--- config.mk ---
export PLATFORM = sky130hd
export DESIGN_NAME = store_buffer_lsu
export DESIGN_NICKNAME = d
export VERILOG_FILES = /design/src/rtl/store_buffer_lsu.sv
export SDC_FILE = /design/constraint.sdc
export NUM_CORES = 1
export LEC_CHECK = 0
export CAP_MARGIN = 20
export CORE_MARGIN = 2
export CORE_UTILIZATION = 48
export DETAILED_ROUTE_END_ITERATION = 10
export GPL_TIMING_DRIVEN = 0
export HOLD_SLACK_MARGIN = 0.08
export PLACE_DENSITY = 0.76
export REMOVE_ABC_BUFFERS = 1
export SYNTH_ARGS = -nofsm -noshare
export SYNTH_HDL_FRONTEND = slang
export SYNTH_SLANG_ARGS = --single-unit
--- constraint.sdc ---
create_clock -name clk -period 2.68 [get_ports clk]
set_input_delay 0.536 -clock clk [delete_from_list [all_inputs] [get_ports clk]]
set_output_delay 0.536 -clock clk [all_outputs]
set_load 0.02 [all_outputs]
--- src/rtl/store_buffer_lsu.sv ---
// store_buffer_lsu: in-order store buffer and load sequencer in front of memory_data.
// Stores are queued and drained one per cycle; loads wait until every older store has
// been written. All memory_data inputs come straight from flops.
module store_buffer_lsu #(
  parameter int SB_DEPTH = 4,
  parameter int ADDRW    = 12
) (
  input  logic                      clk,
  input  logic                      rst_n,
  input  logic                      req_valid,
  output logic                      req_ready,
  input  logic                      req_we,
  input  logic [2:0]                req_sel,
  input  logic [ADDRW-1:0]          req_addr,
  input  logic [31:0]               req_wdata,
  output logic                      ld_valid,
  output logic [31:0]               ld_data,
  output logic                      mem_write,
  output logic                      mem_read,
  output logic [ADDRW-1:0]          mem_addr,
  output logic [2:0]                mem_sel,
  output logic [31:0]               mem_wdata,
  input  logic [31:0]               mem_rdata,
  output logic [$clog2(SB_DEPTH):0] sb_count,
  output logic                      sb_empty
);

  localparam int PW = $clog2(SB_DEPTH);
  localparam int CW = PW + 1;
  localparam int EW = ADDRW + 3 + 32;

  typedef enum logic {ST_IDLE, ST_LOAD} state_t;

  state_t           state_q, state_d;
  logic [PW-1:0]    wr_ptr_q, wr_ptr_d;
  logic [PW-1:0]    rd_ptr_q, rd_ptr_d;
  logic [CW-1:0]    count_q, count_d;
  logic             mem_write_q, mem_write_d;
  logic             mem_read_q, mem_read_d;
  logic [ADDRW-1:0] mem_addr_q, mem_addr_d;
  logic [2:0]       mem_sel_q, mem_sel_d;
  logic [31:0]      mem_wdata_q, mem_wdata_d;
  logic             ld_valid_q, ld_valid_d;
  logic [31:0]      ld_data_q, ld_data_d;

  // Entry layout: {addr, sel, wdata}
  logic [EW-1:0]    fifo_mem [SB_DEPTH];
  logic [EW-1:0]    head;

  logic full, empty, store_sel_ok, load_sel_ok;
  logic store_acc, load_acc, push, pop;

  assign full  = (count_q == CW'(SB_DEPTH));
  assign empty = (count_q == '0);
  assign head  = fifo_mem[rd_ptr_q];

  // Only B/H/W are meaningful for a store; anything else is swallowed without a push.
  assign store_sel_ok = (req_sel == 3'b000) || (req_sel == 3'b001) || (req_sel == 3'b010);
  // Reserved load encodings still run through the sequence but return zero.
  assign load_sel_ok  = !((mem_sel_q == 3'b011) || (mem_sel_q == 3'b110) || (mem_sel_q == 3'b111));

  // Stores need a free slot; loads need an empty buffer and an idle sequencer.
  // Held low while in reset so every output reads zero.
  always_comb begin
    if (req_we) req_ready = rst_n & ~full;
    else        req_ready = rst_n & (state_q == ST_IDLE) & empty;
  end

  assign store_acc = req_valid & req_ready & req_we;
  assign load_acc  = req_valid & req_ready & ~req_we;
  assign push      = store_acc & store_sel_ok;
  assign pop       = (state_q == ST_IDLE) & ~empty;

  // Next-state: drain the head, launch loads, and capture load results.
  always_comb begin
    state_d     = state_q;
    wr_ptr_d    = wr_ptr_q;
    rd_ptr_d    = rd_ptr_q;
    count_d     = count_q;
    mem_write_d = 1'b0;
    mem_read_d  = 1'b0;
    mem_addr_d  = mem_addr_q;
    mem_sel_d   = mem_sel_q;
    mem_wdata_d = mem_wdata_q;
    ld_valid_d  = 1'b0;
    ld_data_d   = ld_data_q;

    if (push) wr_ptr_d = wr_ptr_q + PW'(1);

    if (pop) begin
      rd_ptr_d    = rd_ptr_q + PW'(1);
      mem_addr_d  = head[EW-1 -: ADDRW];
      mem_sel_d   = head[34:32];
      mem_wdata_d = head[31:0];
      mem_write_d = 1'b1;
    end

    case ({push, pop})
      2'b10:   count_d = count_q + CW'(1);
      2'b01:   count_d = count_q - CW'(1);
      default: count_d = count_q;
    endcase

    // A load is only accepted with the buffer empty, so it never collides with a pop.
    if (load_acc) begin
      mem_addr_d = req_addr;
      mem_sel_d  = req_sel;
      mem_read_d = 1'b1;
      state_d    = ST_LOAD;
    end

    if (state_q == ST_LOAD) begin
      ld_data_d  = load_sel_ok ? mem_rdata : 32'd0;
      ld_valid_d = 1'b1;
      state_d    = ST_IDLE;
    end
  end

  // Control state and memory-port registers; reset drops queued stores and pending loads.
  always_ff @(posedge clk or negedge rst_n) begin
    if (!rst_n) begin
      state_q     <= ST_IDLE;
      wr_ptr_q    <= '0;
      rd_ptr_q    <= '0;
      count_q     <= '0;
      mem_write_q <= 1'b0;
      mem_read_q  <= 1'b0;
      mem_addr_q  <= '0;
      mem_sel_q   <= '0;
      mem_wdata_q <= '0;
      ld_valid_q  <= 1'b0;
      ld_data_q   <= '0;
    end else begin
      state_q     <= state_d;
      wr_ptr_q    <= wr_ptr_d;
      rd_ptr_q    <= rd_ptr_d;
      count_q     <= count_d;
      mem_write_q <= mem_write_d;
      mem_read_q  <= mem_read_d;
      mem_addr_q  <= mem_addr_d;
      mem_sel_q   <= mem_sel_d;
      mem_wdata_q <= mem_wdata_d;
      ld_valid_q  <= ld_valid_d;
      ld_data_q   <= ld_data_d;
    end
  end

  // Entry storage needs no reset: validity is tracked by the pointers and count.
  always_ff @(posedge clk) begin
    if (push) fifo_mem[wr_ptr_q] <= {req_addr, req_sel, req_wdata};
  end

  assign mem_write = mem_write_q;
  assign mem_read  = mem_read_q;
  assign mem_addr  = mem_addr_q;
  assign mem_sel   = mem_sel_q;
  assign mem_wdata = mem_wdata_q;
  assign ld_valid  = ld_valid_q;
  assign ld_data   = ld_data_q;
  assign sb_count  = count_q;
  assign sb_empty  = empty;

endmodule

# Word-level counts from Yosys, hierarchy flattened
# Memories as Yosys holds them, arrays and structs flattened.
# Cells that the tools add are included.
totals:
  inputBits: 83
  memories: 1
  ram_bits: 188
  output_inout_bits: 87
  reg_bits: 90
  elab_cells: 57
classes:
  n_eq_ne: 8
  n_reduce_logical: 8
  bitwise_logic: 12
  addsub: 4
  muxes: 13
mem_list:
  columns: ["memory", "depth", "width", "read_ports", "rd_clocked_by_memory_dff", "write_ports", "line", "text"]
  rows:
  - ["fifo_mem", 4, 47, 1, 0, 1, "47", "logic [EW-1:0] fifo_mem [SB_DEPTH];"]
op_table:
  columns: ["op", "count"]
  rows:
  - ["$mux W32", 1]
  - ["$mux W12", 2]
  - ["$eq A3 B3 Y1 const B", 3]
  - ["$and A1 B1 Y1", 8]
  - ["$mux W1", 7]
  - ["$eq A3 B2 Y1 const B", 2]
  - ["$logic_not A3 Y1", 2]
  - ["$mux W3", 2]
  - ["$pmux W3 S2", 1]
  - ["$add A2 B1 Y2 const B", 2]
  - ["$logic_or A1 B1 Y1", 4]
  - ["$not A1 Y1", 4]
  - ["$reduce_bool A2 Y1", 2]
  - ["$add A3 B1 Y3 const B", 1]
  - ["$eq A3 B1 Y1 const B", 1]
  - ["$sub A3 B1 Y3 const B", 1]
  - ["$eq A2 B1 Y1 const B", 1]
  - ["$eq A2 B2 Y1 const B", 1]

# Depth between registers and ports, before layout
logic_depth:
  ltp_word: 9
  mapped_depth: 9
  depth_no_buf: 9

# Worst setup path before layout
# No wires, ideal clock.
synth_timing:
  path_type: "input to register"
  from: "input req_sel[2]"
  to: "memory fifo_mem[2][0] (netlist bit), enable pin"
  arrival_time_ns: 2.425
  setup_ns: 0.409
  stages: 3
  setup_slack_ns: -0.154
  cell_sequence: "nand4b_1 a221oi_1 and2_1"
synth_via:
  elab_chain_cells: 6
  elab_cells_between_ends: 8
synth_rtl:
  columns: ["element", "line", "text"]
  rows:
  - ["from (decl)", "13", "input logic [2:0] req_sel,"]
  - ["$eq A3 B1 Y1 or $logic_not A3 Y1 (tied branches)", "58", "assign store_sel_ok = (req_sel == 3'b000) || (req_sel == 3'b001) || (req_sel == 3'b010);"]
  - ["$logic_or A1 B1 Y1", "58", null]
  - ["$logic_or A1 B1 Y1 (*)", "58", null]
  - ["$and A1 B1 Y1 (*)", "71", "assign push = store_acc & store_sel_ok;"]
  - ["$mux W1 (*)", "150", "if (push) fifo_mem[wr_ptr_q] <= {req_addr, req_sel, req_wdata};"]
  - ["$mux W1 (implied by the code) (*)", "150", null]
  - ["to (decl)", "47", null]
# Every way passes the cells marked *; elsewhere a longest branch is shown, timed or not.

# Worst setup path after layout
layout_timing:
  from: "register count_q[0] (netlist: sb_count[0])"
  to: "output sb_empty"
layout_via:
  elab_chain_cells: 1
layout_rtl:
  columns: ["element", "line", "text"]
  rows:
  - ["from (decl)", "37", "logic [CW-1:0] count_q, count_d;"]
  - ["from (signal assigned)", "137", "count_q <= count_d;"]
  - ["$logic_not A3 Y1", "54", "assign empty = (count_q == '0);"]
  - ["to (decl)", "25", "output logic sb_empty"]
# Every way passes these cells.

==> impl_metrics.tcl <==
set metrics [dict create \
    route.detailed.drc 0 \
    crit_chain "nor3_4, clkdlybuf4s50_1" \
    grt_pass1_wl_mm 32.3 \
    worstHoldPathType "primary input to asynchronous set/reset pin" \
    rsz0062_at_grt "false" \
    rr_startpoint "sb_count[0]" \
    synth_fa_ha_area_frac 0.00797 \
    slew_violations 0 \
    synth_cells 488 \
    worstSetupStartpointType "flop" \
    reg2reg_slack_ns 0.33 \
    cts_root_buffer "clkbuf_16" \
    endpoint "sb_empty" \
    start_util 0.491 \
    antenna_left 0 \
    areaGrowthSynthToFinish_pct 30.4 \
    grt_pass1_vias 5623 \
    startpoint "sb_count[0]" \
    setup_viol 0 \
    synth_compound_area_frac 0.0468 \
    ys_top_cells_by_area "edfxtp_1, dfrtp_1, mux4_2" \
    nets 768 \
    seq_area_frac_synth 0.763 \
    clockBufferDepth 3 \
    grt_max_degree 56 \
    synth_top_area_frac 0.545 \
    synth_simple_gate_area_share 0.0180 \
    final_cells 976 \
    synth_seq_cells 278 \
    worstPathMaxFanout 6 \
    min_period_ns 2.44 \
    cts_tree "done" \
    period_share 0.912 \
    max-slew-margin-rel 0.321 \
    most-common-layout-cells "edfxtp_1, clkdlybuf4s50_1, dfrtp_1" \
    first_pass_iters 6 \
    r2r_end "sb_count[2]" \
    critPathCaptureType "primary output" \
    worstPathArrival_ns 1.91 \
    final_common_cell "edfxtp_1" \
    io_buffer_count 169 \
    drt_wl_total_mm 21.1 \
    ys_warn_count 0 \
    syn-cell-area_um2 10400 \
    worst_clock_skew_ns 0.0204 \
    diodes 0 \
    numClockSinks 278 \
    synthMuxAreaShare 0.140 \
    antenna_found_initial 0 \
    dpl_cell_area_um2 12400 \
    rr_worst_depth 11 \
    cp_slowest_stage_delay_ns 0.64 \
    route.vias.total 5363 \
    grtUsageTotal 0.186 \
    die_h_um 151 \
    ir_drop_uv 695 \
    cts_buffers 28 \
    rows 53 \
    gp_congestion 0.682 \
    dp_cells 917 \
    drive_above_1_share 0.238 \
    synth_top_family_by_area "multiplexers" \
    clk_latency_ns 0.53 \
    dieArea_um2 22800 \
    status "completed" \
    synthXorXnorAreaFrac 0.00507 \
    h-tree-depth 1 \
    hold_viol_final 0 \
    synth_cell_types 32 \
    max_freq_mhz 409 \
    vias_per_cell 5.49 \
    crit_slowest_cell "clkdlybuf4s50_1" \
    die_width_um 151 \
    worstMarginPinSlew_ns 1.02 \
    place_hpwl_mm 13.2 \
    syn_area_per_cell_um2 21.2 \
    gr-total-overflow 0 \
    wl_per_cell_um 21.6 \
    coreArea_um2 21100 \
    clk_pin_slew_ns 0.06 \
    path_class "flop to primary output" \
    drt_iter0_markers 355 \
    leakage_uw 0.00489 \
    yosysTopAreaCell "edfxtp_1" \
    pin_count 170 \
    fin_area_um2 13500 \
    p_per_area_nw_per_um2 1100 \
    maxCapViolCount 0 \
    critPathRequiredTime_ns 2.14 \
]
[cell families (layout without fill, tap and decap cells)]
group / Yosys count / in the layout
AOI/OAI and AO/OA: 51 / 51
buffers and inverters: 35 / 248
adders and majority gates: 6 / 6
xor gates and xnor gates: 6 / 6
and+or+nand+nor: 31 / 31
DFF: 278 / 278
muxes: 81 / 81
[metal layers]
layer,part of all wire,vias up,GRT usage
li1,-,2375,-
met5,0,-,0
met4,0.021,0,0.0453
met3,0.050,44,0.0226
met2,0.52,158,0.315
met1,0.41,2786,0.261
[worst min-delay path by stage]
stage	start	slack [ns]	end	cells past startpoint
after floorplan	rst_n	0.24	ld_data[0]	0
after global placement	mem_wdata[31]	0.49	mem_wdata[31]	1
after detailed placement	mem_wdata[16]	0.49	mem_wdata[16]	1
after CTS	rst_n	0.12	ld_data[30]	3
after global routing	rst_n	0.12	ld_data[30]	3
final	rst_n	0.12	ld_data[30]	3
[sequential cells by signal, indices dropped and copies added (netlist names)]
| register | cells |
|---|---|
| mem_read | 1 |
| wr_ptr_q | 2 |
| ld_valid | 1 |
| sb_count | 3 |
| mem_sel | 3 |
| rd_ptr_q | 2 |
| ld_data | 32 |
| fifo_mem | 188 |
| mem_addr | 12 |
| mem_wdata | 32 |
| state_q | 1 |
| mem_write | 1 |
[final cells by class]
class / count / area (µm²)
inverter: 9 / 33.8
fill: 1414 / 7580
multi-input combinational: 175 / 2290
clock buffer: 35 / 768
timing repair buffer: 187 / 2000
clock inverter: 17 / 160
sequential: 278 / 7910
tap: 275 / 344
[synth_stat cells]
master,number
nor2_2,1
xnor2_1,2
ha_1,5
clkbuf_2,1
buf_1,1
inv_1,9
nand2_1,1
nor3b_1,1
dfrtp_1,90
a22o_1,32
o221a_2,15
mux2_2,33
and2_1,5
o2bb2ai_1,1
nor3_1,2
buf_6,4
fa_1,1
clkbuf_1,10
edfxtp_1,188
o211a_1,1
nand4b_1,1
xor2_1,4
or3_1,15
nand3_2,1
a221oi_1,1
o21a_1,1
buf_2,8
nor2_1,4
mux2i_1,1
mux4_2,45
mux4_1,2
buf_12,2
[repair_timing]
action / CTS / global route
hold buffers: 4 / 0
setup buffers: 1 / 2
hold endpoints to repair: 35 / 0
resized for setup: 8 / 2
pin swaps: 1 / 1
endpoints found under the setup margin: 211 / 2
[per-stage QoR]
step	setup TNS [ns]	util	hold slack (ns)	total power (µW)	setup WS, ns
after floorplan	-47.86	-	0.240	8770	-0.859
after global placement	-1351.58	0.580	0.489	10900	-5.16
after detailed placement	-159.45	0.590	0.494	11000	-0.970
after CTS	0	0.639	0.116	15000	0.0158
after global routing	0	0.640	0.119	15500	0.145
final	0	0.640	0.123	14800	0.237
[worst max-delay path, delay by kind of cell (launching register included)]
family        cells  cell delay [ns]
buf+inv           1             0.64
simple gates      1             0.27
flops             1             0.46
[where the power goes]
part	switching [µW]	internal, µW	leakage, µW
Combinational	2160	2790	0.00164
Clock	1560	2310	0.000457
Sequential	633	5360	0.00279
(Power assumes the default switching activity.)
